### src/rtl/match_scorer_pkg.sv
// Shared types and helpers for the match scorer: FSM states, round-result
// encoding and a counter width helper.
package match_pkg;

   typedef enum logic [2:0] {
      IDLE         = 3'd0,
      SETTLE       = 3'd1,
      SCORE        = 3'd2,
      WAIT_RELEASE = 3'd3,
      MATCH_OVER   = 3'd4
   } state_e;

   // Bit 0 carries the win LED and bit 1 the lose LED
   typedef enum logic [1:0] {
      RES_TIE     = 2'b00,
      RES_WIN     = 2'b01,
      RES_LOSE    = 2'b10,
      RES_ILLEGAL = 2'b11
   } result_e;

   // Bits needed for a counter that runs 0 .. max_count-1 (at least one bit)
   function automatic int cnt_width(input int max_count);
      if (max_count <= 2) begin
         return 1;
      end else begin
         return $clog2(max_count);
      end
   endfunction

endpackage

### src/rtl/match_scorer_rise_detect.sv
// Registered rising-edge detector. The delayed copy loads a caller-chosen
// value on reset so a level already high through reset is not taken as an edge.
module rise_detect (
   input  logic i_clk,
   input  logic i_reset,
   input  logic i_rst_val,
   input  logic i_sig,
   output logic o_rise
);

   logic r_sig_d;

   // Track last cycle's level of the input
   always_ff @(posedge i_clk) begin
      if (i_reset) begin
         r_sig_d <= i_rst_val;
      end else begin
         r_sig_d <= i_sig;
      end
   end

   assign o_rise = i_sig & ~r_sig_d;

endmodule

### src/rtl/match_scorer.sv
// Best-of match scorer: samples each round's win/lose result a fixed delay
// after the stop press, keeps both scores, and blinks the match LED once a
// side reaches the winning count.
module match_scorer
   import match_pkg::*;
#(
   parameter int WINS_TO_MATCH = 3,
   parameter int SCORE_W       = 3,
   parameter int SETTLE_CYCLES = 2,
   parameter int BLINK_HALF    = 12_500_000
) (
   input  logic               clock,
   input  logic               reset_button,
   input  logic               stop_signal,
   input  logic               round_win,
   input  logic               round_lose,
   input  logic               new_match,
   output logic [SCORE_W-1:0] player_score,
   output logic [SCORE_W-1:0] computer_score,
   output logic               round_valid,
   output logic               round_tie,
   output logic               match_over,
   output logic               player_match_win,
   output logic               match_led,
   output logic               illegal_result
);

   localparam int SW = cnt_width(SETTLE_CYCLES);
   localparam int BW = cnt_width(BLINK_HALF);

   localparam logic [SW-1:0]      SETTLE_LOAD = SW'(SETTLE_CYCLES - 1);
   localparam logic [SW-1:0]      SETTLE_ONE  = SW'(1);
   localparam logic [BW-1:0]      BLINK_LAST  = BW'(BLINK_HALF - 1);
   localparam logic [BW-1:0]      BLINK_ONE   = BW'(1);
   localparam logic [SCORE_W-1:0] SCORE_ONE   = SCORE_W'(1);
   localparam logic [SCORE_W-1:0] SCORE_WIN   = SCORE_W'(WINS_TO_MATCH);

   generate
      if ((WINS_TO_MATCH < 1) || (WINS_TO_MATCH >= (2 ** SCORE_W))) begin : g_bad_wins
         $error("match_scorer: WINS_TO_MATCH must be in 1 .. 2**SCORE_W-1");
      end
      if (SETTLE_CYCLES < 1) begin : g_bad_settle
         $error("match_scorer: SETTLE_CYCLES must be at least 1");
      end
      if (BLINK_HALF < 2) begin : g_bad_blink
         $error("match_scorer: BLINK_HALF must be at least 2");
      end
   endgenerate

   state_e             r_state;
   logic [SW-1:0]      r_settle_cnt;
   logic [BW-1:0]      r_blink_cnt;
   logic [SCORE_W-1:0] r_player;
   logic [SCORE_W-1:0] r_computer;
   logic               r_valid;
   logic               r_tie;
   logic               r_match_over;
   logic               r_pmw;
   logic               r_led;
   logic               r_illegal;

   state_e             w_state_nxt;
   logic [SW-1:0]      w_settle_nxt;
   logic [BW-1:0]      w_blink_nxt;
   logic [SCORE_W-1:0] w_player_nxt;
   logic [SCORE_W-1:0] w_computer_nxt;
   logic               w_valid_nxt;
   logic               w_tie_nxt;
   logic               w_match_over_nxt;
   logic               w_pmw_nxt;
   logic               w_led_nxt;
   logic               w_illegal_nxt;
   logic               w_rise;
   result_e            w_result;

   // Stop presses are counted only on a fresh rising edge; a stop held through
   // reset is treated as already high.
   rise_detect u_stop_rise (
      .i_clk     (clock),
      .i_reset   (reset_button),
      .i_rst_val (1'b1),
      .i_sig     (stop_signal),
      .o_rise    (w_rise)
   );

   assign w_result = result_e'({round_lose, round_win});

   // Next-state and next-value logic for the scoring FSM
   always_comb begin
      w_state_nxt      = r_state;
      w_settle_nxt     = r_settle_cnt;
      w_blink_nxt      = r_blink_cnt;
      w_player_nxt     = r_player;
      w_computer_nxt   = r_computer;
      w_valid_nxt      = 1'b0;
      w_tie_nxt        = 1'b0;
      w_match_over_nxt = r_match_over;
      w_pmw_nxt        = r_pmw;
      w_led_nxt        = r_led;
      w_illegal_nxt    = r_illegal;

      case (r_state)
         IDLE: begin
            if (w_rise) begin
               w_state_nxt  = SETTLE;
               w_settle_nxt = SETTLE_LOAD;
            end else begin
               w_state_nxt  = IDLE;
            end
         end

         SETTLE: begin
            if (r_settle_cnt == '0) begin
               w_state_nxt  = SCORE;
            end else begin
               w_settle_nxt = r_settle_cnt - SETTLE_ONE;
            end
         end

         SCORE: begin
            w_valid_nxt = 1'b1;
            case (w_result)
               RES_WIN:     w_player_nxt   = r_player + SCORE_ONE;
               RES_LOSE:    w_computer_nxt = r_computer + SCORE_ONE;
               RES_TIE:     w_tie_nxt      = 1'b1;
               RES_ILLEGAL: begin
                  w_tie_nxt     = 1'b1;
                  w_illegal_nxt = 1'b1;
               end
               default:     w_tie_nxt      = 1'b1;
            endcase
            if ((w_player_nxt == SCORE_WIN) || (w_computer_nxt == SCORE_WIN)) begin
               w_state_nxt      = MATCH_OVER;
               w_match_over_nxt = 1'b1;
               w_pmw_nxt        = (w_player_nxt == SCORE_WIN);
               w_led_nxt        = 1'b1;
               w_blink_nxt      = '0;
            end else begin
               w_state_nxt      = WAIT_RELEASE;
            end
         end

         WAIT_RELEASE: begin
            if (!stop_signal) begin
               w_state_nxt = IDLE;
            end else begin
               w_state_nxt = WAIT_RELEASE;
            end
         end

         MATCH_OVER: begin
            if (new_match) begin
               w_player_nxt     = '0;
               w_computer_nxt   = '0;
               w_pmw_nxt        = 1'b0;
               w_led_nxt        = 1'b0;
               w_blink_nxt      = '0;
               w_match_over_nxt = 1'b0;
               w_state_nxt      = stop_signal ? WAIT_RELEASE : IDLE;
            end else if (r_blink_cnt == BLINK_LAST) begin
               w_blink_nxt      = '0;
               w_led_nxt        = ~r_led;
            end else begin
               w_blink_nxt      = r_blink_cnt + BLINK_ONE;
            end
         end

         default: begin
            w_state_nxt = IDLE;
         end
      endcase
   end

   // State and output registers; reset overrides every other input
   always_ff @(posedge clock) begin
      if (reset_button) begin
         r_state      <= IDLE;
         r_settle_cnt <= '0;
         r_blink_cnt  <= '0;
         r_player     <= '0;
         r_computer   <= '0;
         r_valid      <= 1'b0;
         r_tie        <= 1'b0;
         r_match_over <= 1'b0;
         r_pmw        <= 1'b0;
         r_led        <= 1'b0;
         r_illegal    <= 1'b0;
      end else begin
         r_state      <= w_state_nxt;
         r_settle_cnt <= w_settle_nxt;
         r_blink_cnt  <= w_blink_nxt;
         r_player     <= w_player_nxt;
         r_computer   <= w_computer_nxt;
         r_valid      <= w_valid_nxt;
         r_tie        <= w_tie_nxt;
         r_match_over <= w_match_over_nxt;
         r_pmw        <= w_pmw_nxt;
         r_led        <= w_led_nxt;
         r_illegal    <= w_illegal_nxt;
      end
   end

   assign player_score     = r_player;
   assign computer_score   = r_computer;
   assign round_valid      = r_valid;
   assign round_tie        = r_tie;
   assign match_over       = r_match_over;
   assign player_match_win = r_pmw;
   assign match_led        = r_led;
   assign illegal_result   = r_illegal;

endmodule

### config.mk
export PLATFORM = sky130hd
export DESIGN_NAME = match_scorer
export DESIGN_NICKNAME = d
export VERILOG_FILES = /design/src/rtl/match_scorer_pkg.sv /design/src/rtl/match_scorer_rise_detect.sv /design/src/rtl/match_scorer.sv
export SDC_FILE = /design/constraint.sdc
export NUM_CORES = 1
export LEC_CHECK = 0
export CAP_MARGIN = 20
export CELL_PAD_IN_SITES_DETAIL_PLACEMENT = 0
export CELL_PAD_IN_SITES_GLOBAL_PLACEMENT = 1
export CORE_ASPECT_RATIO = 2
export CORE_MARGIN = 5
export CORE_UTILIZATION = 40
export DETAILED_ROUTE_END_ITERATION = 16
export GPL_TIMING_DRIVEN = 0
export PLACE_DENSITY_LB_ADDON = 0.3
export SETUP_SLACK_MARGIN = 0.2
export SYNTH_ARGS = -nofsm -noshare
export SYNTH_HDL_FRONTEND = slang
export SYNTH_SLANG_ARGS = --single-unit
### constraint.sdc
create_clock -name clock -period 3.1 [get_ports clock]
set_input_delay 0.62 -clock clock [delete_from_list [all_inputs] [get_ports clock]]
set_output_delay 0.62 -clock clock [all_outputs]
set_load 0.02 [all_outputs]
* Word-level counts from Yosys, hierarchy flattened *
Cells that the tools add are included.

operators by class
  reduce and logical (&&, ||, !) cells = 14
  equal/unequal tests = 15
  add/sub/neg operators = 4
  bitwise gates (word level) = 4
  multiplexer cells = 30

operator list
  operator                                              count
  2-to-1 mux 24 bit                                     3
  case mux 24 bit (2 select lines)                      1
  adder 24 x 1 -> 24 bit (second input constant)        1
  equality test 24 bit (second input constant)          1
  2-to-1 mux 3 bit                                      8
  case mux 3 bit (5 select lines)                       1
  equality test 3 x 2 -> 1 bit (second input constant)  4
  case mux 3 bit (2 select lines)                       2
  2-to-1 mux 1 bit                                      10
  AND reduction 2 bit                                   5
  case mux 1 bit (2 select lines)                       4
  adder 3 x 1 -> 3 bit (second input constant)          2
  inequality test 2 bit (second input constant)         3
  AND reduction 3 bit                                   2
  equality test 2 bit (second input constant)           2
  nonzero test 2 bit                                    2
  OR reduction 2 bit                                    2
  equality test 3 x 1 -> 1 bit (second input constant)  1
  equality test 3 bit (second input constant)           1
  logical NOT 3 bit                                     1
  inequality test 3 bit (second input constant)         1
  NOT 1 bit                                             3
  equality test 2 x 1 -> 1 bit (second input constant)  1
  logical NOT 2 bit                                     1
  5 further kinds                                       5

storage, ports and cells
  register bits after elaboration = 41
  bits of input ports = 6
  word-level logic and storage cells = 79
  output and inout bits = 12

* Logic depth before layout (Yosys ltp) *
  depth after elaboration = 7
  mapped depth = 9

* By module *
A second synthesis with hierarchy kept.

second synthesis, totals
  cells, all modules = 249
  area total of the unflattened synthesis = 2192.1 um2

by module, submodules not included
  module        area an instance (um2)  sequential area each (um2)  times used  cells each
  match_scorer  2150.8                  800.8                       1           246
  rise_detect   41.3                    20.0                        1           3

* Worst setup path before layout *
Ideal clock, no wire load.

  path type = input-to-reg
  start = in round_win
  end = reg r_blink_cnt[18]
  data arrival time = 2269 ps
  setup slack = 762 ps
  cell stages on the path = 8
  data required time = 3030 ps
  setup time = 70 ps
  cell sequence = inv_1 > ha_1 > nand3b_1 > a21oi_1 > o41ai_4 > and2_4 > or4_1 > a21oi_1

on the way
  cells in the longest elaborated chain, start to end = 7
  elaborated cells between the ends (all ways) = 11

RTL lines
  item                                                                        line                 source
  from (decl)                                                                 match_scorer.sv:15   input logic round_win,
  equality test 2 x 1 -> 1 bit / equality test 2 bit (equally long branches)  match_scorer.sv:122  case (w_result)
  2-to-1 mux 3 bit                                                            match_scorer.sv:122
  2-to-1 mux 3 bit                                                            match_scorer.sv:102  case (r_state)
  equality test 3 x 2 -> 1 bit                                                match_scorer.sv:132  if ((w_player_nxt == SCORE_WIN) || (w_computer_nxt == SCORE_WIN)) begin
  logical OR 1 bit *                                                          match_scorer.sv:132
  inequality test 2 bit (no source line) *                                    -
  AND reduction 2 bit (no source line) *                                      -
  to (signal assigned)                                                        match_scorer.sv:191  r_blink_cnt <= w_blink_nxt;
  to (decl)                                                                   match_scorer.sv:52   logic [BW-1:0] r_blink_cnt;

Every way passes the cells marked *; elsewhere a longest branch is shown, timed or not. The select of a mux whose other input is x is not followed.
A chain may end at the register's enable or synchronous reset.

* Final worst setup path *
  start = in round_lose
  end = reg r_blink_cnt[15]

on the way
  cells in the longest elaborated chain, start to end = 7
  elaborated cells between the ends (all ways) = 11

RTL lines
  item                                                                        line                 source
  from (decl)                                                                 match_scorer.sv:16   input logic round_lose,
  equality test 2 x 1 -> 1 bit / equality test 2 bit (equally long branches)  match_scorer.sv:122
  2-to-1 mux 3 bit                                                            match_scorer.sv:122
  2-to-1 mux 3 bit                                                            match_scorer.sv:102
  equality test 3 x 2 -> 1 bit                                                match_scorer.sv:132
  logical OR 1 bit *                                                          match_scorer.sv:132
  inequality test 2 bit (no source line) *                                    -
  AND reduction 2 bit (no source line) *                                      -

Marked as above.

==> flow_metrics.py <==
metrics = {
    "power_and_ir_drop": {
        "power_frac_comb_pct": 7.8,
        "internal_power_mw": 0.710,
        "powerDensity_nw_per_um2": 374,
        "vdd_drop_max_mv": 0.342,
        "power_mw": 0.940,
        "p_leak_nw": 0.820,
        "p_switching_mw": 0.230,
        "p_seq_share_pct": 56.9,
        "p_sw_share_pct": 24.4,
        "pwr-share-clk_pct": 35.3,
    },
    "grt": {
        "grt_pass1_vias": 2009,
        "grt_pass1_wl_mm": 9.43,
        "grtUsageMet3_pct": 4.29,
        "grt_max_degree": 12,
        "antenna_found_initial": 0,
        "grt.busiest_layer": "met2",
        "grt_use_met2_pct": 31.9,
        "track_usage_pct": 17.9,
        "grt_use_met1_pct": 17.6,
        "grt_overflow": 0,
    },
    "clock_tree": {
        "clockBufferDepth": 2,
        "cts.clk_slew.worst_paths_ns": 0.08,
        "htreeDepth": 2,
        "numCtsBuffers": 5,
        "root_buffer": "clkbuf_8",
        "clock_latency_ns": 0.30,
        "tritoncts": "built",
        "clkSinkCount": 41,
    },
    "setup_path": {
        "cpLargestDelayFamily": "compound AO/OA/AOI/OAI gates",
        "critPathLaunchType": "primary input",
        "slowest_delay_ns": 0.50,
        "cp_cell_sequence": "clkdlybuf4s50_1, inv_1, ha_1, nand3b_1, a21oi_2, o41ai_4, buf_4, a2111oi_1, xnor2_1, nor2_1",
        "critPathBufInv": 3,
        "required_ns": 3.30,
        "endpoint_kind": "register",
        "cp.arrival_ns": 2.94,
        "critPathLaunch": "round_lose",
        "worst_path_max_delay_cell": "clkdlybuf4s50_1",
        "rr_startpoint": "r_blink_cnt[17]",
        "setup.worst_path.class": "primary input to register",
        "cp_max_fo": 8,
    },
    "route": {
        "first_iter_violations": 65,
        "dr.pass1.iters": 4,
        "vias_per_cell": 5.74,
        "drcViolationCount": 0,
        "ant_nets": 0,
        "vias": 1958,
        "wire_per_inst_um": 15.9,
        "wl_mm": 5.42,
    },
    "die": {
        "die-width_um": 62.1,
        "dieArea_um2": 7090,
        "core.rowCount": 38,
        "num_io_pins": 18,
        "die_y_um": 114,
        "initial_core_util_pct": 40.4,
        "core-area_um2": 5370,
    },
    "placed_design": {
        "place.gp.congestion": 0.784,
        "numPortBuffers": 17,
        "dpl_cell_area_um2": 2420,
        "dp_hpwl_mm": 4.11,
        "dp_slack_ns": -0.163,
    },
    "final_layout": {
        "area_growth_pct": 15.8,
        "fillers": 559,
        "nets": 294,
        "final_util_pct": 46.8,
        "diodes": 0,
        "drive_gt1_share_pct": 9.61,
        "finalInstanceArea_um2": 2510,
    },
    "synth": {
        "syn-instance-count": 256,
        "ys_ff_latch": 41,
        "synth_top_flop_cell": "dfxtp_1",
        "syn-cell-area_um2": 2170,
        "synth_nets": 268,
        "syn_area_per_cell_um2": 8.48,
        "ys.warnings.count": 0,
        "synth-async-reset-ratio_pct": 0,
        "synth_edf_count": 0,
        "yosysUniqueCellTypes": 52,
        "ys_seq_area_share_pct": 37.8,
    },
    "timing": {
        "report.final.hold_viol_count": 0,
        "hold_ws_ns": 0.476,
        "drv_slew": 0,
        "rsz0062_at_grt": "false",
        "finalWorstSetupSlack_ns": 0.363,
        "slew_headroom_pct": 56.6,
        "fmax_ghz": 0.365,
        "layout_min_cycle_time_ns": 2.74,
        "worst_slew_pin_slew_ns": 0.645,
        "finalSetupViolations": 0,
        "fin_crit_sh_pct": 88.3,
        "fin_skew_ns": 0.00917,
    },
    "hold_path": {
        "hp-start": "match_over",
        "hp-class": "register to register",
    },
    "status": {
        "outcome": "completed",
    },
    "flow_run": {
        "max-cap-violations": 0,
    },
}
-- worst reg2reg max path: cells and delay by family, from the launching register on --
family	cells	cell delay, ns
AO/OA/AOI/OAI	1	0.31
buffers and inverters	1	0.19
AND/OR/NAND/NOR	5	1.23
flip-flops	1	0.40
-- registers in the layout, indices dropped and copies added (netlist names) --
name and count:
r_blink_cnt 24, r_state 3, computer_score 3, round_tie 1, match_led 1, player_match_win 1
u_stop_rise.r_sig_d 1, illegal_result 1, r_settle_cnt 1, match_over 1, player_score 3, round_valid 1
-- placed cells by master, fill, tap and decap left out, types with 5 or more instances in the layout --
cell type / instances
inv_1: 7
a211oi_1: 6
a2111oi_1: 5
nand4_1: 5
dfxtp_1: 41
clkbuf_8: 5
nand3_1: 6
nor3_1: 7
nand2_1: 25
nor2_1: 31
o21ai_0: 8
or3_1: 5
ha_1: 6
xnor2_1: 14
a21oi_1: 24
clkdlybuf4s50_1: 17
-- cell usage after synthesis (all sizes together) (2+ instances only) --
cell     number  share of area [%]
a2111oi       6                2.8
a211oi        6                2.1
a21oi        26                6.2
a311oi        3                1.2
a31oi         3               0.86
a32oi         2               0.81
and2          3               0.98
and3          3               0.86
buf           6                2.5
clkbuf        4               0.69
dfxtp        41                 38
ha            6                3.5
inv           8                1.4
nand2        26                4.6
nand2b        3               0.86
nand3         6                1.4
nand3b        4                1.4
nand4         5                1.4
nand4b        2               0.81
nand4bb       2                1.0
nor2         32                5.6
nor3          8                2.4
nor4          4                1.4
o21ai        12                2.8
o21bai        2                1.2
or3           5                1.4
xnor2        14                5.6
-- kinds of logic after synthesis --
group                      after synthesis  share of synthesized area, %
AOI/OAI and AO/OA                       68                          21.7
xor gates and xnor gates                14                          5.65
buffers and inverters                   18                          4.55
adders and majority gates                6                          3.46
and+or+nand+nor                        108                          26.3
DFF                                     41                          37.8
muxes                                    1                         0.461
-- power by group through the flow --
| stage | clock (mW) | sequential (mW) | combinational, mW |
|---|---|---|---|
| after floorplan | 0 | 0.549 | 0.0453 |
| after global placement | 0 | 0.547 | 0.0739 |
| after detailed placement | 0 | 0.547 | 0.0738 |
| after CTS | 0.344 | 0.535 | 0.0740 |
| after global routing | 0.371 | 0.536 | 0.0817 |
| final | 0.332 | 0.535 | 0.0728 |
-- final cells by class --
cell class	count	area, um2	share of cell area, %
multi-input combinational	197	1260	50.1
sequential	41	821	32.7
timing repair buffer	19	185	7.37
tap	60	75.1	2.99
clock buffer	5	68.8	2.74
buffer	10	68.8	2.74
inverter	8	30.0	1.19
clock inverter	1	5.00	0.199
-- metal layers --
layer	vias to the layer above	routed length (um)
met5	-	0
met3	17	138
met1	918	1980
li1	989	-
met4	0	233
met2	34	3060
-- path summary, 6_finish.rpt --
kind / to / slack (ns) / cells after the start
hold reg to reg: match_over / 0.48 / 2
hold / removal: match_over / 0.48 / 2
setup / recovery: r_blink_cnt[15] / 0.36 / 10
setup reg to reg: r_blink_cnt[10] / 0.87 / 7
-- repair_timing --
action | 4_1_cts | 5_1_grt
setup buffers | 2 | 0
pin swaps | 1 | 0
resized for setup | 0 | 2
hold buffers | 0 | 0
endpoints found under the setup margin | 16 | 5
-- per-stage QoR --
step | std cells | setup TNS, ns
after floorplan | 256 | 0
after global placement | 333 | -1.75
after detailed placement | 333 | -2.57
after CTS | 341 | 0
after global routing | 341 | 0
final | 341 | 0
No activity file was read; power rests on OpenSTA's default activity.
